==> config.mk <==
export PLATFORM = sky130hd
export DESIGN_NAME = pipelined_addsub
export DESIGN_NICKNAME = d
export VERILOG_FILES = /design/src/rtl/pipelined_addsub.sv
export SDC_FILE = /design/constraint.sdc
export NUM_CORES = 1
export LEC_CHECK = 0
export ABC_AREA = 0
export BUFFER_PORTS_ARGS = -buffer_cell sky130_fd_sc_hd__buf_2
export CAP_MARGIN = 20
export CELL_PAD_IN_SITES_DETAIL_PLACEMENT = 1
export CELL_PAD_IN_SITES_GLOBAL_PLACEMENT = 1
export CORE_ASPECT_RATIO = 1.5
export CORE_MARGIN = 2
export CORE_UTILIZATION = 40
export DETAILED_ROUTE_END_ITERATION = 7
export PLACE_DENSITY_LB_ADDON = 0.1
export SYNTH_ARGS = -nofsm -noshare
export SYNTH_HDL_FRONTEND = slang
export SYNTH_SLANG_ARGS = --single-unit
==> constraint.sdc <==
create_clock -name clk -period 2.1 [get_ports clk]
set_input_delay 0.21 -clock clk [delete_from_list [all_inputs] [get_ports clk]]
set_output_delay 0.21 -clock clk [all_outputs]
set_load 0.02 [all_outputs]
==> src/rtl/pipelined_addsub.sv <==
// pipelined_addsub: valid/ready add/subtract unit with the carry chain split into one slice per pipeline stage
module pipelined_addsub #(
  parameter int WIDTH = 32,
  parameter int STAGES = 4
) (
  input  logic             clk,
  input  logic             rst_n,
  input  logic             in_valid,
  output logic             in_ready,
  input  logic [WIDTH-1:0] a,
  input  logic [WIDTH-1:0] b,
  input  logic             sub,
  output logic             out_valid,
  input  logic             out_ready,
  output logic [WIDTH-1:0] c,
  output logic             cout,
  output logic             ovf
);
  localparam int SLICE = WIDTH / STAGES;
  logic en;
  logic [STAGES-1:0][WIDTH-1:0] a_q, a_d, b_q, b_d, r_q, r_d;
  logic [STAGES-1:0] cy_q, cy_d, v_q, v_d;
  logic ovf_q, ovf_d;
  logic [STAGES:0][WIDTH-1:0] a_s, b_s, r_s;
  logic [STAGES:0] cy_s, v_s;
  logic [SLICE:0] sum;
  logic [WIDTH-1:0] r_n;
  always_comb begin
    en = ~v_q[STAGES-1] | out_ready;
    a_s = {a_q, a};
    b_s = {b_q, sub ? ~b : b};
    r_s = {r_q, {WIDTH{1'b0}}};
    cy_s = {cy_q, sub};
    v_s = {v_q, in_valid};
    sum = '0;
    r_n = '0;
    for (int k = 0; k < STAGES; k++) begin
      sum = {1'b0, a_s[k][k*SLICE +: SLICE]} + {1'b0, b_s[k][k*SLICE +: SLICE]} + (SLICE+1)'(cy_s[k]);
      r_n = r_s[k];
      r_n[k*SLICE +: SLICE] = sum[SLICE-1:0];
      a_d[k] = en ? a_s[k] : a_q[k];
      b_d[k] = en ? b_s[k] : b_q[k];
      r_d[k] = en ? r_n : r_q[k];
      cy_d[k] = en ? sum[SLICE] : cy_q[k];
      v_d[k] = en ? v_s[k] : v_q[k];
    end
    ovf_d = en ? (a_s[STAGES-1][WIDTH-1] == b_s[STAGES-1][WIDTH-1]) & (r_n[WIDTH-1] != a_s[STAGES-1][WIDTH-1]) : ovf_q;
  end
  always_ff @(posedge clk) begin
    if (!rst_n) begin
      a_q <= '0;
      b_q <= '0;
      r_q <= '0;
      cy_q <= '0;
      v_q <= '0;
      ovf_q <= 1'b0;
    end else begin
      a_q <= a_d;
      b_q <= b_d;
      r_q <= r_d;
      cy_q <= cy_d;
      v_q <= v_d;
      ovf_q <= ovf_d;
    end
  end
  assign in_ready = en;
  assign out_valid = v_q[STAGES-1];
  assign c = r_q[STAGES-1];
  assign cout = cy_q[STAGES-1];
  assign ovf = ovf_q;
endmodule

# [After elaboration in Yosys (flattened, before gate mapping)]
# Index checks and enable logic that the tools add are counted.
[op_classes] n_mux=1 order_cmp=0 n_reduce_logical=0 n_shift=0 n_div=0 addsub=8 n_mul=0 n_eq_ne=2 bitwise=4
[ops] operator="8-bit by 8-bit adder with 9-bit output" n=4
[ops] operator="9-bit by 1-bit adder with 9-bit output" n=4
[ops] operator="32-bit 2-to-1 mux" n=1
[ops] operator="32-bit NOT" n=1
[ops] operator="1-bit bitwise AND" n=1
[ops] operator="1-bit equality test" n=1
[ops] operator="1-bit != test" n=1
[ops] operator="1-bit NOT" n=1
[ops] operator="1-bit bitwise OR" n=1
[totals] mem_count=0 mem_bits_rw=0 out_inout_bits=36 ff_bits=281 mem_bits_ro=0 latch_bits=0

# [Logic depth before layout (Yosys ltp)]
# Gate-level depths: netlist of the first run.
[depth] depth_word=4 mapped_depth=9 mapped_depth_nobuf=7

# [Least setup slack after synthesis of the first run]
# No wires, ideal clock.
[synth_path] path_type="flip-flop to flip-flop" startpoint="register a_q[48] (netlist name)" endpoint="register r_q (netlist bit r_n[22])" path_buffers=0 slack_ns=0.133 arrival_ns=1.841 path_stages_with_launch=7 path_cell_list="dfxtp_1 -> fa_1 -> fa_1 -> a211o_1 -> o211ai_1 -> a211o_1 -> o211ai_1"
[synth_between] elab_chain_cells=2
[synth_lines] item="from (decl)" line="21" source="logic [STAGES-1:0][WIDTH-1:0] a_q, a_d, b_q, b_d, r_q, r_d;"
[synth_lines] item="from (signal assigned)" line="51" source="a_q <= '0;"
[synth_lines] item="from (signal assigned)" line="58" source="a_q <= a_d;"
[synth_lines] item="8-bit by 8-bit adder with 9-bit output" line="38" source="sum = {1'b0, a_s[k][k*SLICE +: SLICE]} + {1'b0, b_s[k][k*SLICE +: SLICE]} + (SLICE+1)'(cy_s[k]);"
[synth_lines] item="9-bit by 1-bit adder with 9-bit output" line="38"
[synth_lines] item="to (signal assigned)" line="60" source="r_q <= r_d;"
[synth_lines] item="to (decl)" line="21"
# Every way passes these cells.
# A chain may end at the register's enable or synchronous reset.

# [Final worst setup path of the first run]
[layout_path] startpoint="register a_q[88] (netlist name)" endpoint="register cy_q[3]"
[layout_between] elab_chain_cells=2
[layout_lines] item="8-bit by 8-bit adder with 9-bit output" line="38"
[layout_lines] item="9-bit by 1-bit adder with 9-bit output" line="38"
[layout_lines] item="to (signal assigned)" line="61" source="cy_q <= cy_d;"
[layout_lines] item="to (decl)" line="22" source="logic [STAGES-1:0] cy_q, cy_d, v_q, v_d;"
# Every way passes these cells.

==> metrics, run 1 <==
Comb pwr share 12.0%; post-synth cell types 49; CP Launch Type flip-flop; Avg Vias per Cell just over 5; worst path required time 2420 ps; grt met1 use 23.2%; DR vias 6774; Mapped Avg Cell Area 8.64 sq um; Die Y between 150 and 200 microns; TritonCTS buffer count 17; multiplexer share of the synthesized area 0.158%; fin. max-slew vios 0; fmax 497 MHz; initial antenna violation count 1; prevailing post-synth register cell dfxtp_1; RD Place Congestion about 0.8; CP Class reg -> reg; most frequent cells in the layout 301 x nand2_1, 185 x dfxtp_1, 134 x a21boi_1; area of the core 0.0216 sq mm; share of post-route cells with drive strength above 1 roughly 16%; final net count approximately 1200; internal power 5.86 mW; antenna-violating nets left 0; Post-Synth XOR/XNOR Area 3.72%; row count 66; clk_lat worst skew between 400 and 500 ps; Ys Warns 0; fin crit period 2010 ps; CTS tree done; Worst Hold Endpoint a_q[28]; Die ar. 0.0230 sq mm; GRT met3 Usage 2.93%; worst slew pin tran around 540 ps; Arr. time, crit path ~2300 ps; global-route wire length before repair 34.2 mm; largest family of logic cells by synthesized area compound AO/OA/AOI/OAI gates; Syn Nets between 1000 and 1500; HP Start a[28]; relative slew slack a little under two thirds; Total Power roughly 7.9 mW; sequential share of the synthesized area 42.5%; critical path endpoint category flip-flop; clk sinks 185; Hold Vio Cnt, Final 0; Final Cycle Share 95.8%; Root Driver clkbuf_16; Worst VDD drop 0.535 mV; commonest non-fill, non-tap cell in the layout nand2_1; DRT Pass-1 Iters 4; RSZ-0062 raised after global routing no; max cap viols 0; clock transition at the registers of the reported paths 70 ps; routed wire length 20.0 mm; largest net degree at the start of global routing 118; Synth Area in Simple Gates 18.8%; Port-buffer cells 104; number of global-route vias before repair 6890; Power Density 811 mW/mm^2; reg2reg path depth 7; hpwl dp roughly 14 mm; HP Class in -> reg; sw power 2.04 mW; DRC Markers 0; H-tree levels 4; GRT Residual Overflow 0; Reg2Reg Setup Slack 90 ps; Top Usage Layer GRT met2; final setup fails 0; EDFF count, synth 0; overall track demand over capacity in global routing between 10% and 20%; Flop pwr share 49.0%; area grow syn2layout 11.9%; Initial Utilization 40.4%; Cell Area, Synth 0.00870 sq mm; Worst R2R Start a_q[88]; Synth Area in Adders 5.63%; setup TNS 0 ps; asr flop ratio synth 0%; routed len/inst 15.0 microns; post-synthesis cell count 1008; Clk network pwr share 39.0%; GRT met2 Usage 31.7%; FF-to-FF End cy_q[3]; Detailed Route Iter0 Violations 361; clock skew between 8 and 9 ps; leakage 4.24 nW; CP max FO 4; io pins 105; Hold Buf Count CTS 0; Fill cells approximately 2600; switch share 25.8%; die width 124 microns; Compound-Gate Fraction of Synth Area between 20% and 30%; outcome complete, no violations; CTS Buffer Depth 2; flops & latches, synth ~190; Hold Path Depth 3
-- how the worst max path moves through the flow --
stage / startpoint / slack [ps] / cells after the start / endpoint
2_1_floorplan: a_q[48] / 130 / 6 / r_n[22]
3_3_place_gp: a_q[8] / 50 / 6 / r_q[46]
3_5_place_dp: a_q[8] / 20 / 6 / r_q[46]
4_1_cts: a_q[48] / 4 / 6 / r_n[22]
5_1_grt: a_q[88] / 3 / 7 / cy_q[3]
6_report: a_q[88] / 90 / 7 / cy_q[3]
-- critical path, cell delays in order, from the launching register on --
cell     delay, ps
dfxtp_1        330
fa_1           500
inv_1          100
fa_1           200
nor2b_1         70
o21a_1         220
o21a_1         220
o31a_1         270
-- synthesized netlist by cell type, types with 5 or more instances --
library cell  number  area (sq um)
o21ai_0           10          50.1
dfxtp_1          185          3700
a21boi_1         134          1010
ha_1              28           350
a21o_1             5          37.5
o211a_1           29           290
buf_2             38           190
o211ai_1          14           105
fa_1               7           140
o21ai_1            6          30.0
xor2_1             8          70.1
nand2_1          301          1130
xnor2_1           29           254
nor3_1             5          25.0
nor3b_1            7          52.6
nand4_1            5          31.3
buf_4             39           293
or3_1              6          37.5
nor2_1             8          30.0
a21oi_1           19          95.1
nand3_1           32           160
clkbuf_1          22          82.6
inv_1              9          33.8
o21a_1             7          52.6
a211o_1            8          70.1
-- metrics by stage --
| step | setup slack (ps) | instances | hold slack (ps) | util (%) | cell area (sq um) |
|---|---|---|---|---|---|
| after floorplan | 133 | 1008 | 349 | - | 8700 |
| after global placement | 49.6 | 1301 | 436 | 42.5 | 9160 |
| after detailed placement | 16.2 | 1301 | 442 | 42.5 | 9160 |
| after CTS | 3.82 | 1333 | 6.28 | 45.1 | 9720 |
| after global routing | 3.22 | 1333 | 9.61 | 45.2 | 9740 |
| final | 89.2 | 1334 | 20.5 | 45.2 | 9740 |
-- repair_timing --
item | CTS | global route
setup endpoints to repair | 0 | 7
endpoints found under the hold margin | 0 | 0
gates resized for setup | 0 | 6
buffers inserted | 0 | 0
-- area by class of cell --
class	count	area (sq um)	area share, %
diodes	1	2.50	0.0257
clock inverters	13	120	1.23
inverters	10	45.0	0.463
multi-input cells	710	4360	44.8
clock buffers	19	443	4.55
flip-flops and latches	185	3700	38.0
repair buffers	124	723	7.43
well taps	272	340	3.49
-- power groups by stage --
stage	Clock (mW)	Combinational [mW]	Sequential (mW)
2_1_floorplan	0	0.732	3.91
3_3_place_gp	0	0.938	3.94
5_1_grt	3.34	1.09	3.90
4_1_cts	3.19	0.964	3.87
3_5_place_dp	0	0.954	3.95
6_report	3.08	0.949	3.87
-- cells by family after synthesis --
kind of cell / count (synthesis)
and+or+nand+nor: 386
AOI/OAI and AO/OA: 251
DFF: 185
buffers and inverters: 113
xor gates and xnor gates: 37
adders and majority gates: 35
muxes: 1
-- sequential cells by signal (all words and copies together) (netlist names) --
name  count
a_q      48
b_q      48
c        32
cy_q      4
ovf       1
r_n      24
r_q      24
v_q       4
-- metal layers --
metal  share of wire (%)  up-vias  wire (microns)
met2                  48       92            9690
met1                  48     3222            9610
met5                   0        -               0
met3                 2.7       11             551
li1                    -     3449               -
met4                0.93        0             187
Note: power is estimated with default switching activity, not from simulation.
==> inputs of run 2 (changes only) <==
Settings changed: RECOVER_POWER from default to 100.
==> run 2 against run 1 <==
Net effect:
- worst setup slack got worse by 1.6 ps
- final area decreased by 0.76%
- combinational power is 4.5% lower
- fmax hardly changed
- count of clock-buffer cells in the layout is the same
- cell count is essentially flat
- non-clock buffer count is the same
- sequential power hardly changed
- critical path depth unchanged
- flip-flop and latch count is the same
- die area did not move
- routed wire length down 0.46%
==> metrics, run 2 (same netlist as run 1, synthesis figures left out) <==
setup TNS 0 ps; Port-buffer cells 104; routed wire length 20.0 mm; GRT met3 Usage 2.93%; relative slew slack 64.6%; DR vias 6735; area grow syn2layout 11.0%; Detailed Route Iter0 Violations around 350; post-route worst setup slack 87.7 ps; global-route wire length before repair 34.2 mm; Hold Vio Cnt, Final 0; dpl cells between 1000 and 1500; slowest CP cell fa_1; Fill cells 2586; H-tree levels 4; DRT Pass-1 Iters 4; clock skew 9.88 ps; GRT Residual Overflow 0; most frequent cells in the layout 301 x nand2_1, 185 x dfxtp_1, 123 x a21boi_0; CP cell instances fa_1, inv_1, fa_1, nor2b_1, o21a_1, o21a_1, o31a_1; Initial Utilization 40.4%; overall track demand over capacity in global routing 18.1%; RD Place Congestion between 0.7 and 0.8; final net count 1152; RSZ-0062 raised after global routing no; Top Usage Layer GRT met2; Root Driver clkbuf_16; CTS Buffer Depth 2; Avg Vias per Cell 5.05; pre-CTS setup slack between 15 and 20 ps; DRC Markers 0; antenna-violating nets left 0; GRT met2 Usage 31.7%; Final Cycle Share ~96%; worst path required time 2420 ps; share of post-route cells with drive strength above 1 12.3%; max incr delay on CP 500 ps; clk sinks 185; Hold Buf Count CTS 0; Power Density 813 mW/mm^2; critical path endpoint category flip-flop; TritonCTS buffer count 17; Multi-input gate area 0.00435 sq mm; Die Y roughly 180 microns; number of global-route vias before repair 6890; initial antenna violation count 1; largest net degree at the start of global routing about 120; fin. max-slew vios 0; crit-path leading delay family compound AO/OA/AOI/OAI gates; io pins 105; Arr. time, crit path 2330 ps; HP Class in -> reg; leakage 4.01 nW; CP Class reg -> reg; grt met1 use 23.2%; CP Launch Type flip-flop; area of the core ~0.022 sq mm; worst slew pin tran between 500 and 600 ps; outcome complete, no violations; Die ar. 0.0230 sq mm; clk_lat worst skew ~430 ps; CTS tree done; routed len/inst between 10 and 15 microns; fin crit period slightly above 2000 ps; hpwl dp between 10 and 15 mm; CP bufs+invs 1; clock transition at the registers of the reported paths 70 ps; CP max FO 4; max cap viols 0; row count 66; Worst VDD drop 0.534 mV; fin cells ~1300; fmax 497 MHz; # diodes 0; commonest non-fill, non-tap cell in the layout nand2_1; Sequential Area 0.00370 sq mm; die width 124 microns; final setup fails 0
==> run 2: changes by cell type in the layout (fill, tap and decap cells not counted), sizes merged <==
| cell | before | now |
|---|---|---|
| buf | 124 | 81 |
| diode | 1 | 0 |
| clkbuf | 19 | 62 |
==> run 2: cell type report <==
type	count	share of cell area (%)
multi-input cells	710	45.0
well taps	272	3.52
inverters	10	0.466
flip-flops and latches	185	38.3
clock inverters	13	1.24
clock buffers	19	4.58
repair buffers	124	6.86
==> run 2: per-stage QoR <==
| stage | total power, mW | cell area (sq um) | hold slack [ps] | util [%] |
|---|---|---|---|---|
| floorplan | 4.64 | 8700 | 349 | - |
| global placement | 4.88 | 9160 | 436 | 42.5 |
| detailed placement | 4.90 | 9160 | 442 | 42.5 |
| CTS | 8.02 | 9720 | 6.28 | 45.1 |
| global route | 8.29 | 9660 | 21.3 | 44.8 |
| finish | 7.86 | 9660 | 29.6 | 44.8 |
==> run 2: metal layers <==
| metal | vias up | wire length [microns] |
|---|---|---|
| met1 | 3186 | 9490 |
| met2 | 85 | 9750 |
| met5 | - | 0 |
| li1 | 3453 | - |
| met3 | 11 | 517 |
| met4 | 0 | 188 |
==> run 2: what timing repair did <==
action                                  CTS  global route
buffers inserted                          0             0
endpoints found under the setup margin    0             7
gates resized for setup                   0             6
==> run 2: final timing paths <==
path,startpoint,slack [ps],depth (start not counted),endpoint
worst min-delay path,a[28],30,3,a_q[28]
worst min register to register,r_n[14],450,2,r_n[14]
worst max register to register,a_q[88],90,7,cy_q[3]
worst max-delay path,a_q[88],90,7,cy_q[3]
==> run 2: power by group <==
| part | leakage (nW) | switching [mW] | internal, mW |
|---|---|---|---|
| registers | 1.52 | 0.130 | 3.74 |
| clock network | 0.270 | 1.41 | 1.68 |
| logic | 2.22 | 0.492 | 0.414 |
==> run 2: worst register-to-register path, cell delays in order, from the launching register on <==
cell	delay (ps)
dfxtp_1	340
fa_1	500
inv_1	100
fa_1	200
nor2b_1	70
o21a_1	220
o21a_1	220
o31a_1	270
==> inputs of run 3 (changes only) <==
Settings changed: CELL_PAD_IN_SITES_DETAIL_PLACEMENT 1 to default, CELL_PAD_IN_SITES_GLOBAL_PLACEMENT 1 to default, CORE_UTILIZATION 40 to 53, PLACE_DENSITY from default to 0.77, PLACE_DENSITY_LB_ADDON 0.1 to default.
==> run 3 against run 2 <==
Net effect:
- count of clock-buffer cells in the layout shrank 2
- combinational power grew 0.9%
- clock power grew 2%
- register-to-register slack is essentially flat
- hold slack lost 12 ps
- die area shrank 24%
- core utilization grew 15 points
- sequential share of layout area grew 0.32 points
- first-iteration DRC count shrank 2.0%
==> metrics, run 3 (same netlist as run 1, synthesis figures left out) <==
clock transition at the registers of the reported paths around 70 ps; Detailed Route Iter0 Violations 344; post-layout util about three fifths; # diodes 0; H-tree levels 4; antenna-violating nets left 0; hpwl dp 12.5 mm; DRT Pass-1 Iters 4; clk sinks 185; fin crit period 2010 ps; leakage 4.03 nW; Worst VDD drop ~0.46 mV; most frequent cells in the layout 301 x nand2_1, 185 x dfxtp_1, 113 x a21boi_0; final net count 1157; DRC Markers 0; commonest non-fill, non-tap cell in the layout nand2_1; RD Place Congestion 0.867; post-route worst setup slack around 93 ps; Power Density slightly above 800 mW/mm^2; area grow syn2layout 10.1%; setup TNS 0 ps; routed len/inst 14.0 microns; fmax 498 MHz; GRT Residual Overflow 0; Root Driver clkbuf_16; initial antenna violation count 0; reg2reg path depth 6; final setup fails 0; worst slew pin tran 728 ps; RSZ-0062 raised after global routing yes; CTS Buffer Depth 2; CP max FO 4; CP Launch Type flip-flop; Fill cells 1499; fin. max-slew vios 0; global-route wire length before repair about 30 mm; Initial Utilization between 50% and 60%; critical path endpoint category flip-flop; relative slew slack 51.5%; die width 109 microns; routed wire length approximately 18 mm; pre-CTS setup slack 4.82 ps; Die ar. 0.0175 sq mm; outcome complete, no violations; TritonCTS buffer count 17; HP Class in -> reg; area of the core roughly 0.016 sq mm; number of global-route vias before repair approximately 6400; clock skew 12.8 ps; worst hold slack 17.4 ps; CTS tree done; Hold Buf Count CTS 0; Hold Path Depth 3; Hold Vio Cnt, Final 0; max cap viols 0; Die Y 161 microns; Avg Vias per Cell 5.34; Port-buffer cells 104; largest net degree at the start of global routing 65; Final Cycle Share 95.6%; io pins approximately 110; overall track demand over capacity in global routing 21.0%; clk_lat worst skew 430 ps; Arr. time, crit path 2310 ps; DR vias approximately 6800; worst path required time 2400 ps; row count 57; share of post-route cells with drive strength above 1 12.3%; CP Class reg -> reg; Total Power between 7 and 8 mW
-- run 3: changes by cell type in the layout (fill, tap and decap cells not counted), sizes merged --
cell / delta
buf: +3
clkinv: -2
clkinvlp: -1
inv: +4
-- run 3: power breakdown --
group / switching [mW] / internal [mW] / leakage [nW] / total (mW)
Clock: 1.46 / 1.69 / 0.281 / 3.14
Combinational: 0.492 / 0.423 / 2.22 / 0.914
Sequential: 0.135 / 3.74 / 1.52 / 3.87
-- run 3: stage by stage --
stage          instance area, sq um  instances
2_1_floorplan                  8700       1008
3_3_place_gp                   9100       1240
3_5_place_dp                   9100       1240
4_1_cts                        9690       1271
5_1_grt                        9590       1271
6_report                       9590       1271
-- run 3: layout make-up --
type,count,area [sq um],share of cell area [%]
clock buffers,17,425,4.44
clock inverters,14,159,1.66
inverters,10,42.5,0.444
multi-input cells,710,4350,45.4
flip-flops and latches,185,3700,38.6
well taps,206,258,2.69
repair buffers,129,643,6.71
-- run 3: worst paths after layout --
path / startpoint / end / slack, ps
hold reg to reg: c[24] / c[24] / 450
hold / removal: a[24] / a_q[24] / 20
setup / recovery: a_q[48] / r_n[22] / 90
setup reg to reg: a_q[48] / r_n[22] / 90
-- run 3: metal layers --
metal	up-vias	track usage, %	wire length [microns]
met3	37	3.81	733
met1	3147	26.7	7820
met4	0	8.22	447
li1	3478	-	-
met5	-	0	0
met2	129	34.9	8800
-- run 3: what timing repair did --
action | CTS | global route
gates resized for setup | 1 | 2
pin swaps | 0 | 2
setup endpoints to repair | 1 | 5
buffers inserted | 0 | 0
cloned | 0 | 0
-- run 3: critical path, stage by stage (launching register included) --
cell	delay, ps
dfxtp_1	330
fa_2	420
fa_2	410
a211o_1	300
o211ai_1	170
a211o_1	170
o211ai_1	80
